$ cat src/rtl/cpu_bus_arbiter_pkg.sv
// Shared definitions for the 68010 bus arbitration responder.
// Holds the FSM state encoding and the default parameter values.
package cpu_bus_arbiter_pkg;

  typedef enum logic [2:0] {
    ST_IDLE     = 3'd0,
    ST_WAIT_CYC = 3'd1,
    ST_GRANT    = 3'd2,
    ST_OWNED    = 3'd3,
    ST_RELEASE  = 3'd4
  } arb_state_e;

  localparam int unsigned SYNC_STAGES_DEF = 2;
  localparam int unsigned TMO_W_DEF       = 10;
  localparam int unsigned TMO_LIMIT_DEF   = 1000;

endpackage

$ cat src/rtl/cpu_bus_arbiter_bus_sync.sv
// N-stage synchronizer for an asynchronous active-low bus signal.
// Resets to 1 so that a held-off request never appears asserted.
module bus_sync #(
  parameter int unsigned STAGES = 2
) (
  input  logic clk,
  input  logic rst_n,
  input  logic d,
  output logic q
);

  logic [STAGES-1:0] ff;

  always_ff @(posedge clk or negedge rst_n) begin
    if (!rst_n) ff <= '1;
    else        ff <= {ff[STAGES-2:0], d};
  end

  assign q = ff[STAGES-1];

endmodule

$ cat src/rtl/cpu_bus_arbiter.sv
// CPU-side 68010 bus arbitration responder: answers /BR with /BG, tracks /BGACK
// ownership, stalls the core while another master holds the bus, and runs a DMA watchdog.
module cpu_bus_arbiter
  import cpu_bus_arbiter_pkg::*;
#(
  parameter int unsigned SYNC_STAGES = SYNC_STAGES_DEF,
  parameter int unsigned TMO_W       = TMO_W_DEF,
  parameter int unsigned TMO_LIMIT   = TMO_LIMIT_DEF
) (
  input  logic       CLK,
  input  logic       RESET_n,
  input  logic       BR_n,
  input  logic       BGACK_n,
  input  logic       AS_n,
  input  logic       CPU_CYC_ACTIVE,
  input  logic       CLR_TMO,
  output logic       BG_n,
  output logic       CPU_HOLD,
  output logic       TIMEOUT,
  output logic       TMO_STICKY,
  output logic [2:0] STATE
);

  localparam logic [TMO_W-1:0] TMO_LAST = TMO_W'(TMO_LIMIT - 1);
  localparam logic [TMO_W-1:0] TMO_SAT  = TMO_W'(TMO_LIMIT);

  arb_state_e       state;
  arb_state_e       nxt;
  logic             br_sync_n;
  logic             bgack_sync_n;
  logic             br;
  logic             bgack;
  logic [TMO_W-1:0] tmo_cnt;

  bus_sync #(.STAGES(SYNC_STAGES)) u_br_sync (
    .clk   (CLK),
    .rst_n (RESET_n),
    .d     (BR_n),
    .q     (br_sync_n)
  );

  bus_sync #(.STAGES(SYNC_STAGES)) u_bgack_sync (
    .clk   (CLK),
    .rst_n (RESET_n),
    .d     (BGACK_n),
    .q     (bgack_sync_n)
  );

  assign br    = ~br_sync_n;
  assign bgack = ~bgack_sync_n;

  always_comb begin
    nxt = state;
    case (state)
      ST_IDLE: begin
        if (bgack)   nxt = ST_OWNED;
        else if (br) nxt = CPU_CYC_ACTIVE ? ST_WAIT_CYC : ST_GRANT;
      end
      ST_WAIT_CYC: begin
        if (!br)                          nxt = ST_IDLE;
        else if (bgack)                   nxt = ST_OWNED;
        else if (!CPU_CYC_ACTIVE && AS_n) nxt = ST_GRANT;
      end
      ST_GRANT: begin
        if (bgack)    nxt = ST_OWNED;
        else if (!br) nxt = ST_IDLE;
      end
      ST_OWNED: begin
        if (!bgack) nxt = br ? ST_GRANT : ST_RELEASE;
      end
      ST_RELEASE: nxt = ST_IDLE;
      default:    nxt = ST_IDLE;
    endcase
  end

  // Outputs are decoded from nxt so they settle on the same edge as the state.
  // The watchdog is zero whenever the previous cycle was outside OWNED, which
  // clears it on every entry; it saturates so TIMEOUT fires once per ownership.
  always_ff @(posedge CLK or negedge RESET_n) begin
    if (!RESET_n) begin
      state      <= ST_IDLE;
      BG_n       <= 1'b1;
      CPU_HOLD   <= 1'b0;
      TIMEOUT    <= 1'b0;
      TMO_STICKY <= 1'b0;
      tmo_cnt    <= '0;
    end else begin
      state    <= nxt;
      BG_n     <= (nxt != ST_GRANT);
      CPU_HOLD <= (nxt != ST_IDLE);
      if (state != ST_OWNED)     tmo_cnt <= '0;
      else if (tmo_cnt != TMO_SAT) tmo_cnt <= tmo_cnt + 1'b1;
      TIMEOUT    <= (state == ST_OWNED) && (tmo_cnt == TMO_LAST);
      TMO_STICKY <= TIMEOUT | (TMO_STICKY & ~CLR_TMO);
    end
  end

  assign STATE = state;

endmodule

$ cat config.mk
export PLATFORM = sky130hd
export DESIGN_NAME = cpu_bus_arbiter
export DESIGN_NICKNAME = d
export VERILOG_FILES = /design/src/rtl/cpu_bus_arbiter_pkg.sv /design/src/rtl/cpu_bus_arbiter_bus_sync.sv /design/src/rtl/cpu_bus_arbiter.sv
export SDC_FILE = /design/constraint.sdc
export NUM_CORES = 1
export LEC_CHECK = 0
export CAP_MARGIN = 15
export CORE_MARGIN = 4
export CORE_UTILIZATION = 45
export DETAILED_ROUTE_END_ITERATION = 10
export GPL_ROUTABILITY_DRIVEN = 0
export HOLD_SLACK_MARGIN = 0.03
export PLACE_DENSITY = 0.7
export SLEW_MARGIN = 40
export SYNTH_ARGS = -nofsm -noshare
export SYNTH_HDL_FRONTEND = slang
export SYNTH_SLANG_ARGS = --single-unit
export TNS_END_PERCENT = 20
$ cat constraint.sdc
create_clock -name CLK -period 2.8 [get_ports CLK]
set_input_delay 0.84 -clock CLK [delete_from_list [all_inputs] [get_ports CLK]]
set_output_delay 0.84 -clock CLK [all_outputs]
set_load 0.01 [all_outputs]
# Word-level counts from Yosys, hierarchy flattened
# Index checks and enable logic that the tools add are counted.
[totals]
regBits = 21
latch_bits = 0
mem_bits_rw = 0
romBits = 0
input_bits = 7
output_inout_bits = 7
elab_cells = 38
memories = 0
[classes]
n_addsub = 1
mul = 0
n_div = 0
magnitude_cmp = 0
n_eq_ne = 7
shift = 0
muxes = 13
n_bitwise = 3
n_reduce_logical = 6
[op_table]
columns = ["operator", "count"]
rows = [
  ["$mux W3", 9],
  ["$mux W10", 2],
  ["$pmux W3 S4", 1],
  ["$add A10 B1 Y10 const B", 1],
  ["$eq A10 B10 Y1 const B", 1],
  ["$ne A10 B10 Y1 const B", 1],
  ["$eq A3 B2 Y1 const B", 2],
  ["$ne A3 B2 Y1 const B", 2],
  ["$eq A3 B1 Y1 const B", 1],
  ["$logic_not A3 Y1", 1],
  ["$reduce_bool A3 Y1", 1],
  ["$logic_and A1 B1 Y1", 2],
  ["$mux W2", 1],
  ["$reduce_bool A2 Y1", 1],
  ["$and A1 B1 Y1", 1],
  ["$logic_not A1 Y1", 1],
  ["$not A1 Y1", 1],
  ["$or A1 B1 Y1", 1],
]

# Logic depth before layout (Yosys ltp)
[depth]
depth_word = 7
depth_mapped = 6
depth_no_buf = 6

# By module
# From an unflattened synthesis, not the netlist that was laid out.
[unflattened]
cells_unflattened = 82
hier_area_um2 = 924.6
[by_module_without_submodules]
columns = ["mod", "instances", "cells_each", "area_each_um2", "seq_area_each_um2"]
rows = [
  ["cpu_bus_arbiter", 1, 78, 819.5, 426.7],
  ["bus_sync", 2, 2, 52.6, 52.6],
]

# Worst setup path after synthesis
# OpenSTA, ideal clock, no wires.
[synth_path]
path_kind = "input to register"
start = "in CPU_CYC_ACTIVE"
end = "reg CPU_HOLD"
setup_ns = 0.071
arrival_time_ns = 1.653
required_ns = 2.729
slack_ns = 1.077
path_stages = 4
n_path_buf = 0
path_cell_list = "or3b_2 -> a211oi_1 -> a31oi_1 -> nand3b_1"
[synth_between]
elab_chain_len = 7
word_cells_on_any_way = 10
cone_classes = "7 x mux; 3 x reduce/logical"
[synth_rtl]
columns = ["element", "line", "rtl"]
rows = [
  ["start: declaration", "cpu_bus_arbiter.sv:15", "input logic CPU_CYC_ACTIVE,"],
  ["$logic_not A1 Y1", "cpu_bus_arbiter.sv:62", "else if (!CPU_CYC_ACTIVE && AS_n) nxt = ST_GRANT;"],
  ["$logic_and A1 B1 Y1", "cpu_bus_arbiter.sv:62", ""],
  ["$mux W3", "cpu_bus_arbiter.sv:62", ""],
  ["$mux W3", "cpu_bus_arbiter.sv:61", "else if (bgack) nxt = ST_OWNED;"],
  ["$mux W3", "cpu_bus_arbiter.sv:60", "if (!br) nxt = ST_IDLE;"],
  ["$pmux W3 S4 (*)", "cpu_bus_arbiter.sv:54", "case (state)"],
  ["$reduce_bool A3 Y1 (*)", "cpu_bus_arbiter.sv:90", "CPU_HOLD <= (nxt != ST_IDLE);"],
  ["end signal: assignment", "cpu_bus_arbiter.sv:90", ""],
  ["end: declaration", "cpu_bus_arbiter.sv:18", "output logic CPU_HOLD,"],
]
# Every way passes the cells marked *; elsewhere a longest branch is shown, timed or not.
# A chain may end at the register's enable or synchronous reset.

# Final worst setup path
[layout_path]
start = "reg BG_n"
end = "out BG_n"
[layout_lines]
columns = ["element", "line", "rtl"]
rows = [
  ["start: declaration", "cpu_bus_arbiter.sv:17", "output logic BG_n,"],
  ["start signal: assignment", "cpu_bus_arbiter.sv:89", "BG_n <= (nxt != ST_GRANT);"],
]
# No word-level cell between the ends.

==> results.py <==
metrics = {
    "power_and_ir_drop": {
        "switching_share": 0.2617,
        "vdd_ir_drop_max_mv": 0.4139,
        "p_leak_nw": 0.4656,
        "power_frac_comb": 0.174,
        "p_seq_frac": 0.587,
        "p_sw_w": 0.0001538,
        "power_frac_clock": 0.238,
        "p_per_area_nw_per_um2": 521.3,
        "p_int_w": 0.0004339,
    },
    "routing": {
        "viasPerCell": 5.124,
        "vias": 661,
        "wl_um": 1588,
        "drc": 0,
        "drt-initial-drc-count": 20,
        "wire_per_inst_um": 12.31,
        "firstDrtPassIters": 4,
        "drtAntennaViolNets": 0,
    },
    "yosys": {
        "synthCells": 85,
        "synth-edff-count": 0,
        "synth_seq_area_share": 0.5697,
        "syn_area_sq_um": 933.4,
        "syn_area_per_cell_sq_um": 10.98,
        "yosysUniqueCellTypes": 30,
        "ys_ff_latch": 21,
        "yosysWarnings": 0,
        "async_reset_ff_frac": 1.000,
        "yosys_most_used_dff": "dfrtp_1",
        "synth_fp_nets": 94,
    },
    "outcome": {
        "status": "finished clean",
    },
    "setup_path": {
        "crit_required_ns": 1.96,
        "worstPathCellList": "clkdlybuf4s50_1",
        "critical_path_buf_inv_count": 1,
        "cpPeakStageDelay_ns": 0.53,
        "critPathLaunchType": "flip-flop",
        "rrSetupSlack_ns": 1.37,
        "slowest_stage": "dfstp_2",
        "arrival_ns": 1.34,
        "path_class": "flip-flop to output pin",
        "cp-end-kind": "output pin",
        "crit_fanout": 1,
        "path_delay_family": "flip-flops",
    },
    "finish": {
        "fin_nets": 112,
        "fin_area_sq_um": 1127,
        "n_fill_cell": 198,
        "antennaDiodeCount": 0,
        "drive_gt1_frac": 0.1373,
        "syn_to_final_growth_pct": 20.78,
    },
    "sta": {
        "hold_viol": 0,
        "fmax_ghz": 0.4588,
        "drv_slew": 0,
        "slew_headroom": 0.7329,
        "clock_skew_ns": 0.002151,
        "tns_ns": 0,
        "setup_violations": 0,
        "finalCritPeriodShare": 0.7785,
        "fin_crit_ns": 2.180,
        "tightest_slew_ns": 0.3996,
        "hold_ws_ns": 0.3624,
        "worst_slack_ns": 0.6202,
        "rsz0062_at_grt": "false",
    },
    "die": {
        "die_w_um": 53.55,
        "row_count": 16,
        "dieArea_sq_um": 2867,
        "core_area_sq_um": 1962,
        "die_h_um": 53.55,
        "initial_utilization": 0.4758,
        "io_pins": 14,
    },
    "hold_path": {
        "hold_path_class": "flip-flop to flip-flop",
    },
    "clock_network": {
        "ctsResizeCount": 0,
        "h-tree-depth": 1,
        "clock_path_buffers": 2,
        "cts_tree": "yes",
        "cts_buffers": 3,
        "cts.clk_slew.worst_paths_ns": 0.11,
        "post-cts-setup-buffers": 0,
        "clock_sinks": 21,
        "cts_root_buffer": "clkbuf_4",
        "cts_hold_buffers": 0,
        "worstSkewPairLatency_ns": 0.29,
    },
    "place": {
        "io_buffers": 13,
        "place_area_sq_um": 1101,
        "dp_slack_ns": 0.5204,
        "hpwl_um": 1127,
    },
    "global_routing": {
        "grt_pass1_wl_um": 2980,
        "grt-ovfl-total": 0,
        "antenna_found_initial": 0,
        "grt_max_degree": 22,
        "first_global_vias": 668,
        "grt.total_usage": 0.1453,
    },
    "job": {
        "max-cap-violations": 0,
    },
}
==> area by class of cell <==
type	instances	area [sq um]	area share
tap	27	33.78	0.02997
multi-input combinational	55	367.9	0.3263
sequential	21	531.8	0.4717
timing repair buffer	14	137.6	0.1221
clock buffer	4	26.28	0.02331
inverter	8	30.03	0.02664
==> sequential cells by signal, indices dropped and copies added (netlist names) <==
signal	cells
u_bgack_sync.ff	2
CPU_HOLD	1
tmo_cnt	10
STATE	3
u_br_sync.ff	2
TIMEOUT	1
TMO_STICKY	1
BG_n	1
==> cell families (layout without fill, tap and decap cells) <==
group / Yosys count / after routing / synth area share
AO/OA/AOI/OAI: 10 / 10 / 0.06568
flip-flops: 21 / 21 / 0.5697
XOR/XNOR: 7 / 7 / 0.06568
buffers and inverters: 9 / 26 / 0.03619
adder cells (fa/ha/maj): 2 / 2 / 0.02681
AND/OR/NAND/NOR: 35 / 35 / 0.2252
multiplexers: 1 / 1 / 0.01072
==> per-layer routing <==
metal,global-route usage,vias up,routed length [um]
met2,0.2286,20,739
met4,0.07660,0,18
met3,0.03324,2,117
met1,0.1860,319,712
li1,-,320,-
met5,0,-,0
==> synthesized netlist by cell type (2+ instances only) <==
master | instances | share of area
xnor2_1 | 5 | 0.047
nor3_1 | 4 | 0.021
nand3b_1 | 2 | 0.016
nor2_1 | 7 | 0.028
o21ai_0 | 3 | 0.016
nand3_1 | 3 | 0.016
xor2_1 | 2 | 0.019
dfrtp_1 | 16 | 0.43
inv_1 | 8 | 0.032
a21oi_1 | 3 | 0.016
nand2_1 | 6 | 0.024
ha_1 | 2 | 0.027
dfstp_2 | 5 | 0.14
or3_1 | 3 | 0.020
==> metrics by stage <==
step / total power [W] / utilization / instances
floorplan: 0.0004022 / - / 85
global placement: 0.0004510 / 0.5612 / 125
detailed placement: 0.0004542 / 0.5612 / 125
CTS: 0.0005959 / 0.5746 / 129
global route: 0.0006256 / 0.5746 / 129
finish: 0.0005877 / 0.5746 / 129
==> power by group through the flow <==
| stage | Combinational (W) | Clock, W | Sequential, W |
|---|---|---|---|
| global route | 0.000116 | 0.000161 | 0.000349 |
| floorplan | 0.0000485 | 0 | 0.000354 |
| CTS | 0.000104 | 0.000147 | 0.000345 |
| finish | 0.000102 | 0.000140 | 0.000345 |
| detailed placement | 0.000103 | 0 | 0.000351 |
| global placement | 0.000101 | 0 | 0.000350 |
==> worst paths after layout <==
path | from | to | cells past startpoint
hold / removal | u_br_sync.ff[0]$_DFF_PN1_ | u_br_sync.ff[1]$_DFF_PN1_ | 0
setup / recovery | BG_n$_DFF_PN1_ | BG_n | 1
hold reg to reg | u_br_sync.ff[0]$_DFF_PN1_ | u_br_sync.ff[1]$_DFF_PN1_ | 0
max in group asynchronous | RESET_n | u_br_sync.ff[0]$_DFF_PN1_ | 2
min in group asynchronous | RESET_n | STATE[0]$_DFF_PN0_ | 2
setup reg to reg | u_bgack_sync.ff[1]$_DFF_PN1_ | CPU_HOLD$_DFF_PN0_ | 4
==> cell usage in the layout (no fill, tap or decap), types with 2 or more instances in the layout <==
master | netlist | routed
dfstp_2 | 5 | 5
or3_1 | 3 | 3
clkdlybuf4s50_1 | 0 | 13
a21oi_1 | 3 | 3
dfrtp_1 | 16 | 16
nor3_1 | 4 | 4
xnor2_1 | 5 | 5
nand3b_1 | 2 | 2
clkbuf_4 | 0 | 3
inv_1 | 8 | 8
nand2_1 | 6 | 6
ha_1 | 2 | 2
o21ai_0 | 3 | 3
xor2_1 | 2 | 2
nor2_1 | 7 | 7
nand3_1 | 3 | 3
Note: power is estimated with default switching activity, not from simulation.
